## config.mk

```make
export PLATFORM = sky130hd
export DESIGN_NAME = periph_receiver
export DESIGN_NICKNAME = d
export VERILOG_FILES = /design/src/rtl/periph_receiver.sv
export SDC_FILE = /design/constraint.sdc
export NUM_CORES = 1
export LEC_CHECK = 0
export ABC_AREA = 1
export CAP_MARGIN = 15
export CORE_ASPECT_RATIO = 0.8
export CORE_MARGIN = 4
export CORE_UTILIZATION = 55
export CTS_BUF_LIST = sky130_fd_sc_hd__clkbuf_2
export DETAILED_ROUTE_END_ITERATION = 7
export GPL_ROUTABILITY_DRIVEN = 0
export PLACE_DENSITY = 0.91
export REMOVE_ABC_BUFFERS = 1
export SKIP_LAST_GASP = 1
export SLEW_MARGIN = 20
export SYNTH_ARGS = -nofsm -noshare
export SYNTH_HDL_FRONTEND = slang
export SYNTH_SLANG_ARGS = --single-unit
```

## constraint.sdc

```tcl
create_clock -name clk2 -period 1.9 [get_ports clk2]
set_input_delay 0.19 -clock clk2 [delete_from_list [all_inputs] [get_ports clk2]]
set_output_delay 0.19 -clock clk2 [all_outputs]
set_load 0.005 [all_outputs]
```

## src/rtl/periph_receiver.sv

```systemverilog
// Peripheral end of the send/ack four-phase handshake: synchronizes send, buffers
// dado in a small FIFO, and exposes the words on a valid/ready port with status.
module periph_receiver #(
    parameter int DATA_W      = 2,
    parameter int DEPTH       = 4,
    parameter int SYNC_STAGES = 2
) (
    input  logic                     clk2,
    input  logic                     rst,
    input  logic                     send,
    input  logic [DATA_W-1:0]        dado,
    output logic                     ack,
    output logic [DATA_W-1:0]        out_data,
    output logic                     out_valid,
    input  logic                     out_ready,
    output logic [$clog2(DEPTH):0]   fifo_count,
    output logic [7:0]               rx_count,
    output logic                     proto_err
);

    localparam int AW = $clog2(DEPTH);
    localparam int CW = AW + 1;

    typedef enum logic [1:0] {
        S_IDLE,
        S_HOLD,
        S_ACK
    } state_t;

    state_t                state_q, state_d;
    logic [SYNC_STAGES-1:0] sync_q;
    logic                  send_s;
    logic [DATA_W-1:0]     mem [DEPTH];
    logic [AW-1:0]         wr_ptr, rd_ptr;
    logic [CW-1:0]         count_q;
    logic                  full, push, pop, set_err;

    // send is asynchronous to clk2; only the last synchronizer stage is ever used.
    always_ff @(posedge clk2) begin
        if (rst) sync_q <= '0;
        else     sync_q <= {sync_q[SYNC_STAGES-2:0], send};
    end

    assign send_s = sync_q[SYNC_STAGES-1];
    assign full   = (count_q == CW'(DEPTH));
    assign pop    = out_valid && out_ready;

    always_ff @(posedge clk2) begin
        if (rst) begin
            state_q <= S_IDLE;
            ack     <= 1'b0;
        end else begin
            state_q <= state_d;
            ack     <= (state_d == S_ACK);
        end
    end

    // NOTE: every output of this block gets a default first, so no path leaves a latch.
    always_comb begin
        state_d = state_q;
        push    = 1'b0;
        set_err = 1'b0;
        case (state_q)
            S_IDLE: begin
                if (send_s) begin
                    if (!full) begin
                        push    = 1'b1;
                        state_d = S_ACK;
                    end else begin
                        state_d = S_HOLD;
                    end
                end
            end
            S_HOLD: begin
                if (!send_s) begin
                    set_err = 1'b1;
                    state_d = S_IDLE;
                end else if (!full) begin
                    push    = 1'b1;
                    state_d = S_ACK;
                end
            end
            S_ACK: begin
                if (!send_s) state_d = S_IDLE;
            end
            default: state_d = S_IDLE;
        endcase
    end

    // NOTE: the buffer is small and its head is visible on out_data, so it is cleared on reset.
    always_ff @(posedge clk2) begin
        if (rst) begin
            for (int i = 0; i < DEPTH; i++) mem[i] <= '0;
            wr_ptr <= '0;
            rd_ptr <= '0;
        end else begin
            if (push) begin
                mem[wr_ptr] <= dado;
                wr_ptr      <= wr_ptr + 1'b1;
            end
            if (pop) rd_ptr <= rd_ptr + 1'b1;
        end
    end

    always_ff @(posedge clk2) begin
        if (rst) begin
            count_q   <= '0;
            rx_count  <= '0;
            proto_err <= 1'b0;
        end else begin
            case ({push, pop})
                2'b10:   count_q <= count_q + 1'b1;
                2'b01:   count_q <= count_q - 1'b1;
                default: count_q <= count_q;
            endcase
            if (push)    rx_count  <= rx_count + 8'd1;
            if (set_err) proto_err <= 1'b1;
        end
    end

    assign out_data   = mem[rd_ptr];
    assign out_valid  = (count_q != '0);
    assign fifo_count = count_q;

endmodule

```

Yosys cells after proc, flatten, opt, wreduce, memory -nomap -nowiden
Memories as Yosys holds them, arrays and structs flattened. A register that Yosys moved wholly into a read port is not among the register bits. Index checks and enable logic that the tools add are counted.

Add/subtract/negate cells: 5. $mul: 0. Div/mod/pow operators: 0. $lt $le $gt $ge: 0. Equality and inequality tests: 6. Shift-type cells: 0. Mux-type cells: 22. Bitwise gates (word level): 0. Reductions and logical operators: 6.

Operators with widths (number): $mux W2 (9); $mux W1 (11); $add A8 B1 Y8 const B (1); $eq A2 B2 Y1 const B (3); $pmux W2 S3 (1); $pmux W3 S2 (1); $add A2 B1 Y2 const B (2); $eq A2 B1 Y1 const B (2); $reduce_or A2 Y1 (2); $add A3 B1 Y3 const B (1); $eq A3 B3 Y1 const B (1); $reduce_bool A3 Y1 (1); $sub A3 B1 Y3 const B (1); $logic_not A2 Y1 (1); $reduce_bool A2 Y1 (1); $logic_and A1 B1 Y1 (1).

Register bits: 21. Latch bits: 0. Memory bits (writable): 8. Memory bits (read-only): 0. Input port bits: 6. Output and inout port bits: 16. Logic and storage cells: 48. Memories kept: 1.

Memories: mem (depth 4, width 2, rd ports 1, clocked after memory_dff 1, write ports 4, line 33) `logic [DATA_W-1:0] mem [DEPTH];`.

Logic depth before layout (Yosys ltp)
Gate-level depths: netlist of the first run.

Depth after elaboration: 9. Gate-level depth with buffers: 11. Gate-level depth less buffers: 11.

Worst setup path before layout of the first run
No wires, ideal clock.

Path kind: flip-flop to flip-flop. From: register count_q[2], in the netlist fifo_count[2]. To: register count_q[2], in the netlist fifo_count[2]. Setup time: 120 ps. Arrival: 1675 ps. Required time: 1780 ps. Slack: 105 ps. Stages on the path, launching flop included: 10. Path buffers: 0. Period minus slack after synthesis: 1795 ps. Cell sequence: dfxtp_1 -> inv_1 -> a21boi_2 -> ha_1 -> inv_1 -> fa_1 -> nand2_1 -> nand3_1 -> o21ai_0 -> a21oi_1.

Elaborated cells between the ends (all ways): 12. Those cells by class: add/sub: 2; eq/ne: 3; mux: 4; reduce/logical: 3.

RTL lines: start: declaration (line 35) `logic [CW-1:0] count_q;`; start signal: assignment (line 112) `2'b10: count_q <= count_q + 1'b1;`; start signal: assignment (line 113) `2'b01: count_q <= count_q - 1'b1;`; start signal: assignment (line 114) `default: count_q <= count_q;`; $reduce_bool A3 Y1 * (line 122) `assign out_valid = (count_q != '0);`; $logic_and A1 B1 Y1 * (line 46) `assign pop = out_valid && out_ready;`; named net pop (line 36) `logic full, push, pop, set_err;`; $eq A2 B1 Y1 / $eq A2 B2 Y1 (equally long branches) (line 111) `case ({push, pop})`; $pmux W3 S2 / $reduce_bool A2 Y1 (equally long branches).

Mark *: on every way through the listed nets, which the timed path passes. The rest lies on a longest branch. A chain may end at the register's enable or synchronous reset.

Worst setup path in the final report of the first run
From: register count_q[0], in the netlist fifo_count[0]. To: register count_q[2], in the netlist fifo_count[2].

The elaborated chain is that of the path after synthesis.

==> results.tsv, run 1 <==
metric	value	unit
via count	1185	
Layout area overhead	24.17	%
Final Hold Vio Count	0	
Worst VDD drop	0.7467	mV
starting density of the core	0.6110	
setup violators final	0	
DRT Pass-1 Iters	4	
# nets final	210	
die height	52.93	um
n_diodes	0	
gr ovfl total	0	
CTS sink count	31	
sequential fraction of the synthesis area	0.5050	
Ys Warns	0	
Std-Cell Rows	15	
Synth Cell Area	1388	um^2
first-pass GRT wire length	4.912	mm
Die Area	3395	um^2
worst skew pair latency	0.35	ns
RSZ-0062 raised after global routing	yes	
crit path capture type	register	
Crit Path Category	register to register	
H-tree lvl count	2	
vias in the first global route	1122	
CTS root buf	clkbuf_2	
Tmin final	1.842	ns
Buf/Inv on CP	1	
chip width	64.16	um
CP peak stage delay	0.46	ns
Worst Path Required	2.16	ns
drt drc	0	
Tot GR Track Use	0.1957	
Clock Skews	0.005935	ns
CP arrival	2.10	ns
Crit path max-delay family	adder cells	
Post-Layout Cell Count	236	
core area	2271	um^2
CP max FO	5	
setup TNS	0	ns
largest net degree at the start of global routing	11	
Worst Setup Start Kind	register	
dpl cells	227	
outcome	complete, no violations	
f_max	543.0	MHz
drt total wl	2.921	mm
post-cts hold buffer count	0	
TritonCTS buffer count	5	
Buffers on Ports	21	
Worst path slowest cell	dfxtp_1	
#FFs+latches synth	31	
share of cells above drive strength 1	0.1238	
post-synthesis cell count	168	
Top Ports	22	
relative slew slack	0.7485	
Syn Area/Cell	8.259	um^2
Routed WL per cell	12.38	um
initial antenna violation count	0	
Hold WC Path Type	primary input to register	
fin. max-slew vios	0	
worst slew pin tran	0.3741	ns
Clk pin slew, worst setup/hold paths	0.15	ns
vias per cell	5.021	
CP Cell Sequence	nor2_4, a21boi_2, ha_1, inv_1, fa_1, nand2_1, nand3_1, o21ai_0, a21oi_1	
max_cap viols	0	
library cells used by synthesis	25	
DP HPWL	2.092	mm
TritonCTS clock tree	done	
clock buffer depth	2	
Pleak	0.7135	nW
fin crit share	0.9693	
PD cells	896.2	nW/um^2
DR iter-0 viols	74	
antenna-violating nets left	0	
sequential cells by signal, indices dropped and copies added, names as in the netlist, named ones only:
register,cells
state_q,2
wr_ptr,2
rx_count,8
fifo_count,3
sync_q,2
proto_err,1
ack,1
rd_ptr,2
mem,8
report_power, final:
| part | leakage [nW] | total (mW) | internal [mW] | switching, mW |
|---|---|---|---|---|
| clock network | 0.0281 | 0.299 | 0.0885 | 0.211 |
| registers | 0.271 | 0.791 | 0.734 | 0.0569 |
| logic | 0.415 | 0.453 | 0.227 | 0.227 |
routing by layer:
| layer | vias to the layer above | GRT usage | share of wire |
|---|---|---|---|
| met3 | 2 | 0.07219 | 0.061 |
| met4 | 0 | 0.09474 | 0.0058 |
| li1 | 601 | - | - |
| met5 | - | 0 | 0 |
| met1 | 548 | 0.2024 | 0.42 |
| met2 | 34 | 0.3551 | 0.52 |
tightest hold or removal path, stage by stage:
cell and delay (ns):
clkdlybuf4s50_1 0.40, inv_1 0.05, nor2_1 0.03
timing repair:
item                                    4_1_cts  5_1_grt
gates resized for setup                       0        2
buffers inserted                              0        1
endpoints found under the setup margin        0        3
area by class of cell:
class | instances | area, um^2
Fill cell | 169 | 548.0
Clock inverter | 2 | 7.507
Tap cell | 34 | 42.54
Timing Repair Buffer | 28 | 262.8
Inverter | 31 | 116.4
Clock buffer | 6 | 30.03
Multi-Input combinational cell | 104 | 560.5
Sequential cell | 31 | 703.2
cells by family after synthesis:
logic type	Yosys count	share of synthesized area
simple gates	67	0.2263
buf+inv	33	0.09107
compound gates	33	0.1389
fa+ha+maj	3	0.03246
flops	31	0.5050
xor+xnor	1	0.006313
per-stage QoR:
step / util / hold slack, ns / setup slack [ns] / power [mW] / instance area [um^2]
after floorplan: - / 0.2591 / 0.1052 / 1.021 / 1378
after global placement: 0.7377 / 0.3961 / 0.04548 / 1.201 / 1675
after detailed placement: 0.7377 / 0.3943 / -0.08431 / 1.226 / 1675
after CTS: 0.7543 / 0.3240 / 0.01273 / 1.532 / 1713
after global routing: 0.7587 / 0.3102 / -0.05216 / 1.650 / 1723
final: 0.7587 / 0.3404 / 0.05832 / 1.544 / 1723
placed cells by master, fill, tap and decap left out, types with 2 or more instances in the layout:
cell             count
o22ai_1              2
dfxtp_1             21
ha_1                 2
a21oi_1             10
nand3_1              8
clkdlybuf4s50_1     21
o21ai_0             16
nor2_4               4
inv_1               30
edfxtp_1             8
clkinv_1             2
nor2_1              23
nand2_1             27
dfxtp_2              2
buf_4                7
clkbuf_2             6
path summary, 6_finish.rpt:
path                                   start                          to  slack, ns  depth (start not counted)
hold / removal                          send        sync_q[0]$_SDFF_PP0_       0.34                          3
setup reg to reg  fifo_count[0]$_SDFFE_PP0P_  fifo_count[2]$_SDFFE_PP0P_       0.06                          9
setup / recovery  fifo_count[0]$_SDFFE_PP0P_  fifo_count[2]$_SDFFE_PP0P_       0.06                          9
hold reg to reg         sync_q[0]$_SDFF_PP0_        sync_q[1]$_SDFF_PP0_       0.44                          2
cell usage after synthesis, drive strengths merged:
cell type  instances  share of area
ha                 2          0.018
dfxtp             23           0.33
o22ai              2         0.0090
nor3b              1         0.0054
inv               31          0.084
o21a               1         0.0054
o21ai             16          0.058
nor2              27          0.095
nand2             29          0.086
nand3              9          0.036
a21oi             11          0.048
buf                2         0.0072
a21boi             1         0.0081
nand4              1         0.0045
o31ai              1         0.0054
edfxtp             8           0.17
fa                 1          0.014
o21bai             1         0.0054
xnor2              1         0.0063
No activity file was read; power rests on OpenSTA's default activity.
==> inputs of run 2 (changes only) <==
Settings changed: SKIP_CTS_REPAIR_TIMING set to 1.
==> results of run 2 <==
No change in the layout: final DEF, timing and power equal those of run 1.
==> inputs of run 3 (changes only) <==
Settings changed: ABC_AREA 1 to 0, CORE_UTILIZATION 55 to 45, PLACE_DENSITY 0.91 to 0.78.
Clock period 1.9 ns to 1.8 ns, I/O delays scaled along.
==> run 3 against run 2 <==
  * The flow now finishes with violations (negative setup slack)
  * Global-route usage down 3.7 points
  * Clock skew up 0.012 ns
  * Final area up 5.0%
  * Final cell count down 11%
  * Non-clock buffer count up 9
  * Combinational power up 4%
  * Die area up 17%
  * Total power up 13%
  * Synthesized cell count down 21%
  * Fmax down 11%
  * Worst hold slack better by 0.048 ns
  * Critical path type unchanged
==> results.tsv, run 3 <==
metric	value	unit	change
Clk pin slew, worst setup/hold paths	0.16	ns	about the same
Synth top area share	0.3382		+0.006405
Syn Area/Cell	10.31	um^2	+25%
#FFs+latches synth	31		unchanged
Clock Skews	0.01809	ns	+0.01215 ns
die height	57.20	um	+8.1%
Worst Path Required	2.09	ns	-0.07 ns
relative slew slack	0.7215		-0.02703
chip width	69.50	um	+8.3%
fin. max-slew vios	0		unchanged
Die Area	3975	um^2	+17%
leading area contributor after synthesis	dfxtp_1		
Synth Cell Area	1361	um^2	-1.9%
setup TNS	-0.2748	ns	-0.2748 ns
drt drc	0		unchanged
most common cell after layout, fill and taps aside	dfxtp_1		
DRT Pass-1 Iters	4		unchanged
final design utilization	0.6395		-0.1191
f_max	482.0	MHz	-11%
starting density of the core	0.4812		-0.1298
top cells by count, synth	23 x dfxtp_1, 13 x nor2_1, 12 x a21oi_1, 8 x edfxtp_1, 8 x inv_1		
worst skew pair latency	0.36	ns	about the same
Worst VDD drop	0.7077	mV	-5.2%
max_cap viols	0		unchanged
outcome	finished, violations left		
TritonCTS buffer count	5		unchanged
CP max FO	2		-3
Std-Cell Rows	17		+2
drt total wl	2.932	mm	+0.38%
violated checks	negative setup slack		
Tmin final	2.075	ns	+0.2331 ns
CTS root buf	clkbuf_2		
# nets final	179		-15%
RSZ-0062 raised after global routing	yes		
Crit Path Category	register to register		
Top Ports	22		unchanged
DR iter-0 viols	53		-28%
ys flop type	dfxtp_1		
reg-to-reg slack, setup	-0.27	ns	-0.33 ns
via count	1134		-4.3%
clock buffer depth	2		unchanged
reg2reg end	fifo_count[2]$_SDFFE_PP0P_		
worst slew pin tran	0.4142	ns	+0.04020 ns
library cells used by synthesis	32		+28%
PnR worst setup slack	-0.2748	ns	-0.3331 ns
Hold WC Path Type	primary input to register		
hold endpoint	sync_q[0]$_SDFF_PP0_		
Tot GR Track Use	0.1583		-0.03745
DP HPWL	2.158	mm	+3.2%
Ys Warns	0		unchanged
most instantiated library cell after synthesis	dfxtp_1		
post-synthesis cell count	132		-21%
total power	1.746	mW	+13%
first-pass GRT wire length	4.905	mm	-0.14%
Hold Path Depth	2		-1
worst-case reg-to-reg path depth	8		-1
crit path capture type	register		
Buffers on Ports	21		unchanged
largest net degree at the start of global routing	15		+4
Worst Setup Start Kind	register		
vias in the first global route	1063		-5.3%
gr ovfl total	0		unchanged
PD cells	964.9	nW/um^2	+7.7%
Reg-to-Reg Start	fifo_count[2]$_SDFFE_PP0P_		
fin crit share	1.153		+0.1834
Final Hold Vio Count	0		unchanged
sequential fraction of the synthesis area	0.5147		+0.009746
CTS sink count	31		unchanged
Post-synth EDFFs	8		unchanged
n_diodes	0		unchanged
hold slack	0.3888	ns	+0.04831 ns
commonest non-fill, non-tap cells in the layout	21 x dfxtp_1, 18 x clkdlybuf4s50_1, 16 x buf_4		
TritonCTS clock tree	done		
setup violators final	1		+1
Routed WL per cell	14.03	um	+13%
Pleak	0.6958	nW	-2.5%
share of cells above drive strength 1	0.2047		+0.08092
CP arrival	2.37	ns	+0.27 ns
Layout area overhead	32.90	%	
antenna-violating nets left	0		unchanged
H-tree lvl count	2		unchanged
vias per cell	5.426		+8.1%
FFs w/ async S/R, synth	0		unchanged
hold_sp	send		
core area	2829	um^2	+25%
main area contributors after synthesis	dfxtp_1 34%, edfxtp_1 18%, a21oi_1 4.4%		
initial antenna violation count	0		unchanged
run 3: cell count changes after synthesis, moves of 4 or more:
| cell | change |
|---|---|
| inv_1 | -22 |
| nand2_1 | -23 |
| nor2_1 | -10 |
| nor2_4 | -4 |
| nor2b_1 | +4 |
| o21ai_0 | -11 |
| o31ai_1 | +6 |
| or3_1 | +4 |
| or4_1 | +5 |
run 3: area by class of cell:
| type | count | area [um^2] |
|---|---|---|
| Clock buffer | 5 | 25.02 |
| Clock inverter | 3 | 38.79 |
| Fill cell | 233 | 1020 |
| Inverter | 8 | 30.03 |
| Multi-Input combinational cell | 87 | 624.3 |
| Sequential cell | 31 | 705.7 |
| Tap cell | 38 | 47.55 |
| Timing Repair Buffer | 37 | 337.8 |
run 3: metrics by stage:
step	std cells	cell area, um^2	setup WS (ns)
2_1_floorplan	126	1329	-0.4090
3_3_place_gp	198	1684	-0.2186
3_5_place_dp	198	1684	-0.3363
4_1_cts	206	1748	-0.3769
5_1_grt	209	1809	-0.3290
6_report	209	1809	-0.2748
run 3: logic make-up after synthesis:
group / synth area share
flip-flops: 0.5147
AO/OA/AOI/OAI: 0.1379
multiplexers: 0.04136
buffers and inverters: 0.04596
XOR/XNOR: 0.02574
adder cells (fa/ha/maj): 0.03309
AND/OR/NAND/NOR: 0.2013
run 3: critical path, cell delays in order (launching register included):
cell,delay [ns]
dfxtp_2,0.36
or3b_4,0.39
nand2_4,0.09
ha_4,0.13
inv_2,0.03
fa_1,0.36
xor2_1,0.16
or3_1,0.33
a21oi_2,0.15
run 3: worst max path at each step:
| stage | to | cells after the start | from | slack [ns] |
|---|---|---|---|---|
| 6_report | fifo_count[2]$_SDFFE_PP0P_ | 8 | fifo_count[2]$_SDFFE_PP0P_ | -0.27 |
| 2_1_floorplan | fifo_count[2]$_SDFFE_PP0P_ | 8 | fifo_count[2]$_SDFFE_PP0P_ | -0.41 |
| 3_5_place_dp | fifo_count[2]$_SDFFE_PP0P_ | 8 | out_ready | -0.34 |
| 4_1_cts | fifo_count[2]$_SDFFE_PP0P_ | 8 | fifo_count[2]$_SDFFE_PP0P_ | -0.38 |
| 5_1_grt | fifo_count[2]$_SDFFE_PP0P_ | 8 | fifo_count[2]$_SDFFE_PP0P_ | -0.33 |
| 3_3_place_gp | fifo_count[2]$_SDFFE_PP0P_ | 8 | out_ready | -0.22 |
run 3: power by group:
group	total, mW	internal [mW]	switching, mW
logic	0.469	0.265	0.204
clock network	0.472	0.230	0.241
registers	0.805	0.771	0.0337
run 3: per-layer routing:
layer,track usage,wire length (um),vias up
met5,0,0,-
met4,0.06685,40,0
met3,0.05106,160,6
met2,0.2391,1344,33
met1,0.2099,1386,533
li1,-,-,562
